$ cat config.mk
export PLATFORM = sky130hd
export DESIGN_NAME = branch_history_ctrl_flat
export DESIGN_NICKNAME = d
export VERILOG_FILES = /design/src/rtl/branch_history_ctrl_if.sv /design/src/rtl/branch_history_ctrl.sv /design/src/flat_wrapper.sv
export SDC_FILE = /design/constraint.sdc
export NUM_CORES = 1
export LEC_CHECK = 0
export CAP_MARGIN = 40
export CORE_MARGIN = 5
export CORE_UTILIZATION = 25
export CTS_CLUSTER_DIAMETER = 30
export DETAILED_ROUTE_END_ITERATION = 12
export SLEW_MARGIN = 20
export SYNTH_ARGS = -nofsm -noshare
export SYNTH_HDL_FRONTEND = slang
export SYNTH_SLANG_ARGS = --single-unit
$ cat constraint.sdc
create_clock -name clk -period 4.3 [get_ports clk]
set_input_delay 0.86 -clock clk [delete_from_list [all_inputs] [get_ports clk]]
set_output_delay 0.86 -clock clk [all_outputs]
set_load 0.005 [all_outputs]
$ cat src/rtl/branch_history_ctrl_if.sv
// Lookup/update/prediction bundle between the fetch/execute pipeline and the PHT controller.
interface branch_history_ctrl_if #(
  parameter int unsigned CNT_W = 32
);
  logic             lookup_valid;
  logic             lookup_hold;
  logic [31:0]      lookup_pc;
  logic [1:0]       pred_counter;
  logic             pred_ready;
  logic             upd_valid;
  logic [31:0]      upd_pc;
  logic             upd_taken;
  logic             upd_pred_taken;
  logic             mispredict;
  logic [CNT_W-1:0] perf_branches;
  logic [CNT_W-1:0] perf_mispredicts;

  // Pipeline side: issues lookups and resolved branches
  modport master (
    output lookup_valid, lookup_hold, lookup_pc,
    output upd_valid, upd_pc, upd_taken, upd_pred_taken,
    input  pred_counter, pred_ready, mispredict,
    input  perf_branches, perf_mispredicts
  );

  // Predictor side: owns the table
  modport slave (
    input  lookup_valid, lookup_hold, lookup_pc,
    input  upd_valid, upd_pc, upd_taken, upd_pred_taken,
    output pred_counter, pred_ready, mispredict,
    output perf_branches, perf_mispredicts
  );
endinterface

$ cat src/rtl/branch_history_ctrl.sv
// 2-bit saturating pattern-history table with init sweep, lookup bypass and
// registered mispredict pulse. Optional performance counters: BP_PERF_CNT_EN.
module branch_history_ctrl #(
  parameter int unsigned IDX_W    = 6,
  parameter logic [1:0]  INIT_VAL = 2'b01,
  parameter int unsigned CNT_W    = 32
) (
  input  logic                 clk,
  input  logic                 rst,
  branch_history_ctrl_if.slave bus
);
  localparam int unsigned DEPTH = 2 ** IDX_W;

  typedef enum logic {ST_INIT = 1'b0, ST_RUN = 1'b1} state_t;

  state_t           state, state_nxt;
  logic [IDX_W-1:0] init_idx, init_idx_nxt;
  logic [1:0]       pht [DEPTH];

  logic [IDX_W-1:0] lk_idx_c, upd_idx_c;
  logic [1:0]       upd_cur_c, upd_new_c;
  logic             upd_fire_c, lk_fire_c, bypass_c;
  logic             unused_pc_bits;

  assign lk_idx_c  = bus.lookup_pc[IDX_W+1:2];
  assign upd_idx_c = bus.upd_pc[IDX_W+1:2];
  assign unused_pc_bits = ^{bus.lookup_pc[31:IDX_W+2], bus.lookup_pc[1:0],
                            bus.upd_pc[31:IDX_W+2], bus.upd_pc[1:0]};

  // State register and sweep index
  always_ff @(posedge clk) begin
    if (rst) begin
      state    <= ST_INIT;
      init_idx <= '0;
    end else begin
      state    <= state_nxt;
      init_idx <= init_idx_nxt;
    end
  end

  // Next-state: sweep every entry once, then stay in RUN
  always_comb begin
    state_nxt    = state;
    init_idx_nxt = init_idx;
    case (state)
      ST_INIT: begin
        init_idx_nxt = init_idx + IDX_W'(1);
        if (init_idx == IDX_W'(DEPTH - 1)) begin
          state_nxt = ST_RUN;
        end
      end
      ST_RUN: begin
        state_nxt = ST_RUN;
      end
      default: begin
        state_nxt    = ST_INIT;
        init_idx_nxt = '0;
      end
    endcase
  end

  // Saturating update value and lookup/update decode
  always_comb begin
    upd_fire_c = (state == ST_RUN) && bus.upd_valid;
    lk_fire_c  = bus.lookup_valid && !bus.lookup_hold;
    upd_cur_c  = pht[upd_idx_c];
    upd_new_c  = upd_cur_c;
    if (bus.upd_taken) begin
      if (upd_cur_c != 2'b11) upd_new_c = upd_cur_c + 2'(1);
    end else begin
      if (upd_cur_c != 2'b00) upd_new_c = upd_cur_c - 2'(1);
    end
    bypass_c = upd_fire_c && (upd_idx_c == lk_idx_c);
  end

  // Table writes: sweep in INIT, counter update in RUN
  always_ff @(posedge clk) begin
    if (!rst) begin
      if (state == ST_INIT) begin
        pht[init_idx] <= INIT_VAL;
      end else if (upd_fire_c) begin
        pht[upd_idx_c] <= upd_new_c;
      end
    end
  end

  // Registered prediction, ready flag and mispredict pulse
  always_ff @(posedge clk) begin
    if (rst) begin
      bus.pred_counter <= 2'b00;
      bus.pred_ready   <= 1'b0;
      bus.mispredict   <= 1'b0;
    end else begin
      bus.pred_ready <= (state_nxt == ST_RUN);
      bus.mispredict <= upd_fire_c && (bus.upd_taken != bus.upd_pred_taken);
      if (state == ST_INIT) begin
        bus.pred_counter <= 2'b00;
      end else if (lk_fire_c) begin
        bus.pred_counter <= bypass_c ? upd_new_c : pht[lk_idx_c];
      end
    end
  end

`ifdef BP_PERF_CNT_EN
  logic [CNT_W-1:0] br_cnt, mp_cnt;

  // Saturating resolved-branch and mispredict counters
  always_ff @(posedge clk) begin
    if (rst) begin
      br_cnt <= '0;
      mp_cnt <= '0;
    end else if (upd_fire_c) begin
      if (!(&br_cnt)) br_cnt <= br_cnt + CNT_W'(1);
      if ((bus.upd_taken != bus.upd_pred_taken) && !(&mp_cnt)) begin
        mp_cnt <= mp_cnt + CNT_W'(1);
      end
    end
  end

  assign bus.perf_branches    = br_cnt;
  assign bus.perf_mispredicts = mp_cnt;
`else
  assign bus.perf_branches    = '0;
  assign bus.perf_mispredicts = '0;
`endif

endmodule
$ cat src/flat_wrapper.sv
// flat-port wrapper written by rule: the top's interface ports become plain ports
module branch_history_ctrl_flat 
#(
  parameter int unsigned IDX_W    = 6,
  parameter logic [1:0]  INIT_VAL = 2'b01,
  parameter int unsigned CNT_W    = 32
)
  (clk, rst, bus_lookup_valid, bus_lookup_hold, bus_lookup_pc, bus_upd_valid, bus_upd_pc, bus_upd_taken, bus_upd_pred_taken, bus_pred_counter, bus_pred_ready, bus_mispredict, bus_perf_branches, bus_perf_mispredicts);
  branch_history_ctrl_if #(.CNT_W(CNT_W)) bus_i ();
  input  logic clk;
  input  logic rst;
  input wire logic [$bits(bus_i.lookup_valid)-1:0] bus_lookup_valid;
  input wire logic [$bits(bus_i.lookup_hold)-1:0] bus_lookup_hold;
  input wire logic [$bits(bus_i.lookup_pc)-1:0] bus_lookup_pc;
  input wire logic [$bits(bus_i.upd_valid)-1:0] bus_upd_valid;
  input wire logic [$bits(bus_i.upd_pc)-1:0] bus_upd_pc;
  input wire logic [$bits(bus_i.upd_taken)-1:0] bus_upd_taken;
  input wire logic [$bits(bus_i.upd_pred_taken)-1:0] bus_upd_pred_taken;
  output wire logic [$bits(bus_i.pred_counter)-1:0] bus_pred_counter;
  output wire logic [$bits(bus_i.pred_ready)-1:0] bus_pred_ready;
  output wire logic [$bits(bus_i.mispredict)-1:0] bus_mispredict;
  output wire logic [$bits(bus_i.perf_branches)-1:0] bus_perf_branches;
  output wire logic [$bits(bus_i.perf_mispredicts)-1:0] bus_perf_mispredicts;
  assign bus_i.lookup_valid = bus_lookup_valid;
  assign bus_i.lookup_hold = bus_lookup_hold;
  assign bus_i.lookup_pc = bus_lookup_pc;
  assign bus_i.upd_valid = bus_upd_valid;
  assign bus_i.upd_pc = bus_upd_pc;
  assign bus_i.upd_taken = bus_upd_taken;
  assign bus_i.upd_pred_taken = bus_upd_pred_taken;
  assign bus_pred_counter = bus_i.pred_counter;
  assign bus_pred_ready = bus_i.pred_ready;
  assign bus_mispredict = bus_i.mispredict;
  assign bus_perf_branches = bus_i.perf_branches;
  assign bus_perf_mispredicts = bus_i.perf_mispredicts;
  branch_history_ctrl #(.IDX_W(IDX_W), .INIT_VAL(INIT_VAL), .CNT_W(CNT_W)) u_core (.clk(clk), .rst(rst), .bus(bus_i));
endmodule
# == Word-level counts from Yosys, hierarchy flattened ==
# Memory sizes are Yosys's and may differ from the RTL's. A register that Yosys moved wholly into a read port is not among the register bits.
# Cells that the tools add are included.
# word_totals
ramBits,128
latchBits,0
romBits,0
inputBits,71
out_inout_bits,68
mem_count,1
regBits,8
# op_classes
bitwise_logic,1
n_lt_le_gt_ge,0
addsub,3
n_reduce_logical,7
eq_ne,3
mux,15
n_mul,0
n_shift,0
div_mod_pow,0
# memory_table
memory,depth,width,read_ports,rd_clocked_by_memory_dff,write_ports,line,text
u_core.pht,64,2,2,1,1,branch_history_ctrl.sv:18,logic [1:0] pht [DEPTH];
# ops
operator,count
$mux W1,9
$mux W2,4
$add A6 B1 Y6 const B,1
$eq A6 B6 Y1 const B,1
$mux W6,1
$reduce_or A2 Y1,2
$logic_and A1 B1 Y1,3
$add A2 B1 Y2 const B,1
$ne A2 B2 Y1 const B,1
$pmux W1 S2,1
$reduce_bool A2 Y1,1
$sub A2 B1 Y2 const B,1
$logic_not A1 Y1,1
$ne A1 B1 Y1,1
$not A1 Y1,1

# == Depth between registers and ports, before layout ==
# depth
depth_word,7
depth_mapped,10

# == Worst setup path after synthesis ==
# No wires, ideal clock.
# synth_timing
path_kind,input port to flip-flop
start,input port bus_upd_pc[4]
end,memory u_core.pht[0][1] (data pin)
path_stages,9
t_required_ns,3.801
arrival_time_ns,3.988
setup_slack_ns,-0.187
path_buffers,2
setup_time_ns,0.499
cell_sequence,clkbuf_1 > buf_4 > nor2b_1 > nand2_1 > o211a_1 > a41o_1 > a41o_1 > maj3_1 > nor2_1
# synth_between
elab_chain_cells,5
elab_cells_between_ends,9
cone_classes,add/sub (2); eq/ne (1); mux (4); reduce/logical (1); memory (1)
# synth_rtl
item,line,text
from (decl),flat_wrapper.sv:16,input wire logic [$bits(bus_i.upd_pc)-1:0] bus_upd_pc;
$mem_v2 Z64 W2 (*),-,
"$sub A2 B1 Y2, or another cell as far along",branch_history_ctrl.sv:71,if (upd_cur_c != 2'b00) upd_new_c = upd_cur_c - 2'(1);
"$mux W2, on equally long branches","branch_history_ctrl.sv:71, branch_history_ctrl.sv:69",
$mux W2 (*),branch_history_ctrl.sv:68,if (bus.upd_taken) begin
$mux W2 (no line) (*),-,
to (decl),branch_history_ctrl.sv:18,
# Every way passes the cells marked *; elsewhere a longest branch is shown, timed or not.

# == Final worst setup path ==
# layout_timing
start,input port bus_upd_pc[4]
end,memory u_core.pht[34][0] (data pin)
# Same word-level chain as after synthesis.

==> metrics <==
status=finished clean; top cell type's share of synthesized area=0.4959; NetSw=0.0007136 W; cts repair resizes=0; Post-synth EDFFs=approximately 130; Mapped Cells=573; Yosys warning count=0; Vias/cell=just under 5; DRT Pass-1 Iters=8; clock latency on the worst-skew pair=420 ps; post-synth top area cell=edfxtp_1; RSZ-0062 raised after global routing=false; DRT iter0 DRCs=646; ANT nets after route=0; max-slew violations=0; worst setup margin=802.7 ps; largest net degree at the start of global routing=49; share of cells above drive strength 1=0.1921; WL/cell=19.63 um; CP Launch Type=input pin; CP Capture Type=flop; worst path arrival time=between 3000 and 4000 ps; clk sinks=between 100 and 150; Hold Path End=u_core.bus.pred_counter[0]$_SDFFE_PP0P_; routed wire length=~20000 um; first-pass GRT wire length=29550 um; IO Count=139; P_int=0.002574 W; GRT overflow=0; Reg-to-Reg End=u_core.pht[46][1]$_DFFE_PP_; Comb power frac=0.074; CTS tree=yes; Period minus WS final=3497 ps; Core Area=slightly above 30000 um^2; Worst Tran Pin Value=676.3 ps; endpoints failing setup=0; Sw Share=0.2171; final hold vios=0; worst clock skew=13.73 ps; die height=186.1 um; row cnt=64; hold_sp=u_core.bus.pred_counter[0]$_SDFFE_PP0P_; Num CTS Buffers=17; chip width=between 150 and 200 um; IO buf count=22; vias in the first global route=roughly 5000; DP HPWL=13750 um; Final Instance Area=8882 um^2; Total Routing Usage GR=0.1154; Initial Util=0.2534; critical path type=input pin to flop; Mean Syn Cell Area=13.53 um^2; crit-path max FO=48; Worst-path clk slew=60 ps; Max-cap violations=0; HP Class=flop to flop; DR vias=a little under 5000; clock power share=0.483; reg2reg path depth=6; reg-to-reg critical path startpoint=u_core.bus.pred_ready$_SDFF_PP0_; largest cells by area after synthesis=edfxtp_1, mux4_2, buf_4; Area after DPL=8250 um^2; Place WS=362.4 ps; sequential area share after synthesis=0.5217; Layout area overhead=14.59%; Tcrit/Tclk final=0.8133; post-synthesis async set-or-reset flop share=0; deepest clock path buffer count=2; Slew Limit Headroom=0.5477; Main synth FF type=edfxtp_1; Leak Pwr=3.168 nW; Routability Congestion=0.8977; initial antenna violation count=0; cts hold-fix bufs=0; fin nets=668; Req. time, crit path=4440 ps; setup slack, reg-to-reg=1470 ps; Die ar.=34630 um^2; CTS Root Cell=clkbuf_16; Seq pwr share=0.443; ANT cells=0; post-synth design cell area=7751 um^2; hold depth=2; Final Total Pwr=about 0.0033 W; DRC Markers=0; PwrDens=370.1 nW/um^2; setup TNS=0 ps; post-synth cell types=59; htree depth=4; Max Clk Rate=285.9 MHz; postcts setup bufs=0; flops & latches, synth=138; maximum vdd drop=around 0.00030 V
[cell type report]
cell class	instances	area (um^2)
repair buffers	42	430.4
well taps	396	495.5
clock inverters	13	198.9
flip-flops and latches	138	4044
inverters	8	30.03
multi-input cells	389	3251
clock buffers	19	432.9
fillers	3075	21710
[cells in the final DEF, fill, tap and decap left out, types with 10 or more instances in the layout]
cell type | netlist | final
nand2_1 | 38 | 38
edfxtp_1 | 128 | 128
nand3_1 | 15 | 15
clkdlybuf4s50_1 | 0 | 20
nor2_1 | 82 | 81
mux2i_1 | 21 | 21
conb_1 | 1 | 64
mux4_2 | 59 | 59
clkbuf_16 | 0 | 17
buf_4 | 66 | 15
dfxtp_1 | 10 | 10
[cell usage after synthesis (7+ instances only)]
master,count
nor2_1,82
o21ai_0,8
buf_4,66
mux4_2,59
buf_2,10
nor2b_1,8
nand2_1,38
inv_1,7
mux2i_1,21
edfxtp_1,128
dfxtp_1,10
a21oi_1,7
nand3_1,15
clkbuf_1,16
[layer usage]
metal  track usage  vias up  wire length (um)
met1        0.1521     2459              8435
met2        0.1813      240              9131
met3       0.02756       41              1501
met5             0        -                 0
met4       0.05130        0               658
li1              -     2110                 -
[logic make-up after synthesis]
family,Yosys count,share of synthesized area
flip-flops,138,0.5217
AND/OR/NAND/NOR,169,0.09782
buffers and inverters,109,0.09040
AO/OA/AOI/OAI,53,0.04956
adder cells (fa/ha/maj),3,0.004358
XOR/XNOR,11,0.01243
other,1,0.0004838
multiplexers,89,0.2232
[power groups by stage]
| stage | Sequential (W) | Combinational (W) | Clock [W] |
|---|---|---|---|
| 2_1_floorplan | 0.00148 | 0.000206 | 0 |
| 4_1_cts | 0.00146 | 0.000242 | 0.00160 |
| 3_5_place_dp | 0.00148 | 0.000241 | 0 |
| 5_1_grt | 0.00146 | 0.000264 | 0.00167 |
| 3_3_place_gp | 0.00148 | 0.000238 | 0 |
| 6_report | 0.00146 | 0.000244 | 0.00159 |
[flip-flops by register name, indices dropped and copies added (netlist names)]
| register | flops |
|---|---|
| u_core.bus.pred_ready | 1 |
| u_core.bus.mispredict | 1 |
| u_core.pht | 128 |
| u_core.init_idx | 6 |
| u_core.bus.pred_counter | 2 |
[how the worst max path moves through the flow]
stage	from	to	slack [ps]
4_1_cts	bus_upd_pc[2]	u_core.pht[0][0]$_DFFE_PP_	810
5_1_grt	bus_upd_pc[4]	u_core.pht[34][0]$_DFFE_PP_	630
3_5_place_dp	bus_upd_pc[2]	u_core.pht[10][0]$_DFFE_PP_	360
6_report	bus_upd_pc[4]	u_core.pht[34][0]$_DFFE_PP_	800
2_1_floorplan	bus_upd_pc[4]	u_core.pht[0][1]$_DFFE_PP_	480
3_3_place_gp	bus_upd_pc[4]	u_core.pht[10][0]$_DFFE_PP_	380
[worst max-delay path, stage by stage]
cell             delay, ps
clkdlybuf4s50_1        800
buf_4                  350
mux4_2                 370
mux2i_1                150
nor2_1                  60
o21ai_0                220
o21bai_1               180
maj3_2                 260
nand2_1                110
buf_12                 230
[through the flow]
step | utilization | cells | hold WS, ps
2_1_floorplan | - | 636 | 460.7
3_3_place_gp | 0.2688 | 972 | 481.6
3_5_place_dp | 0.2697 | 973 | 453.3
4_1_cts | 0.2904 | 1005 | 470.7
5_1_grt | 0.2904 | 1005 | 501.8
6_report | 0.2904 | 1005 | 460.7
(Power assumes the default switching activity.)
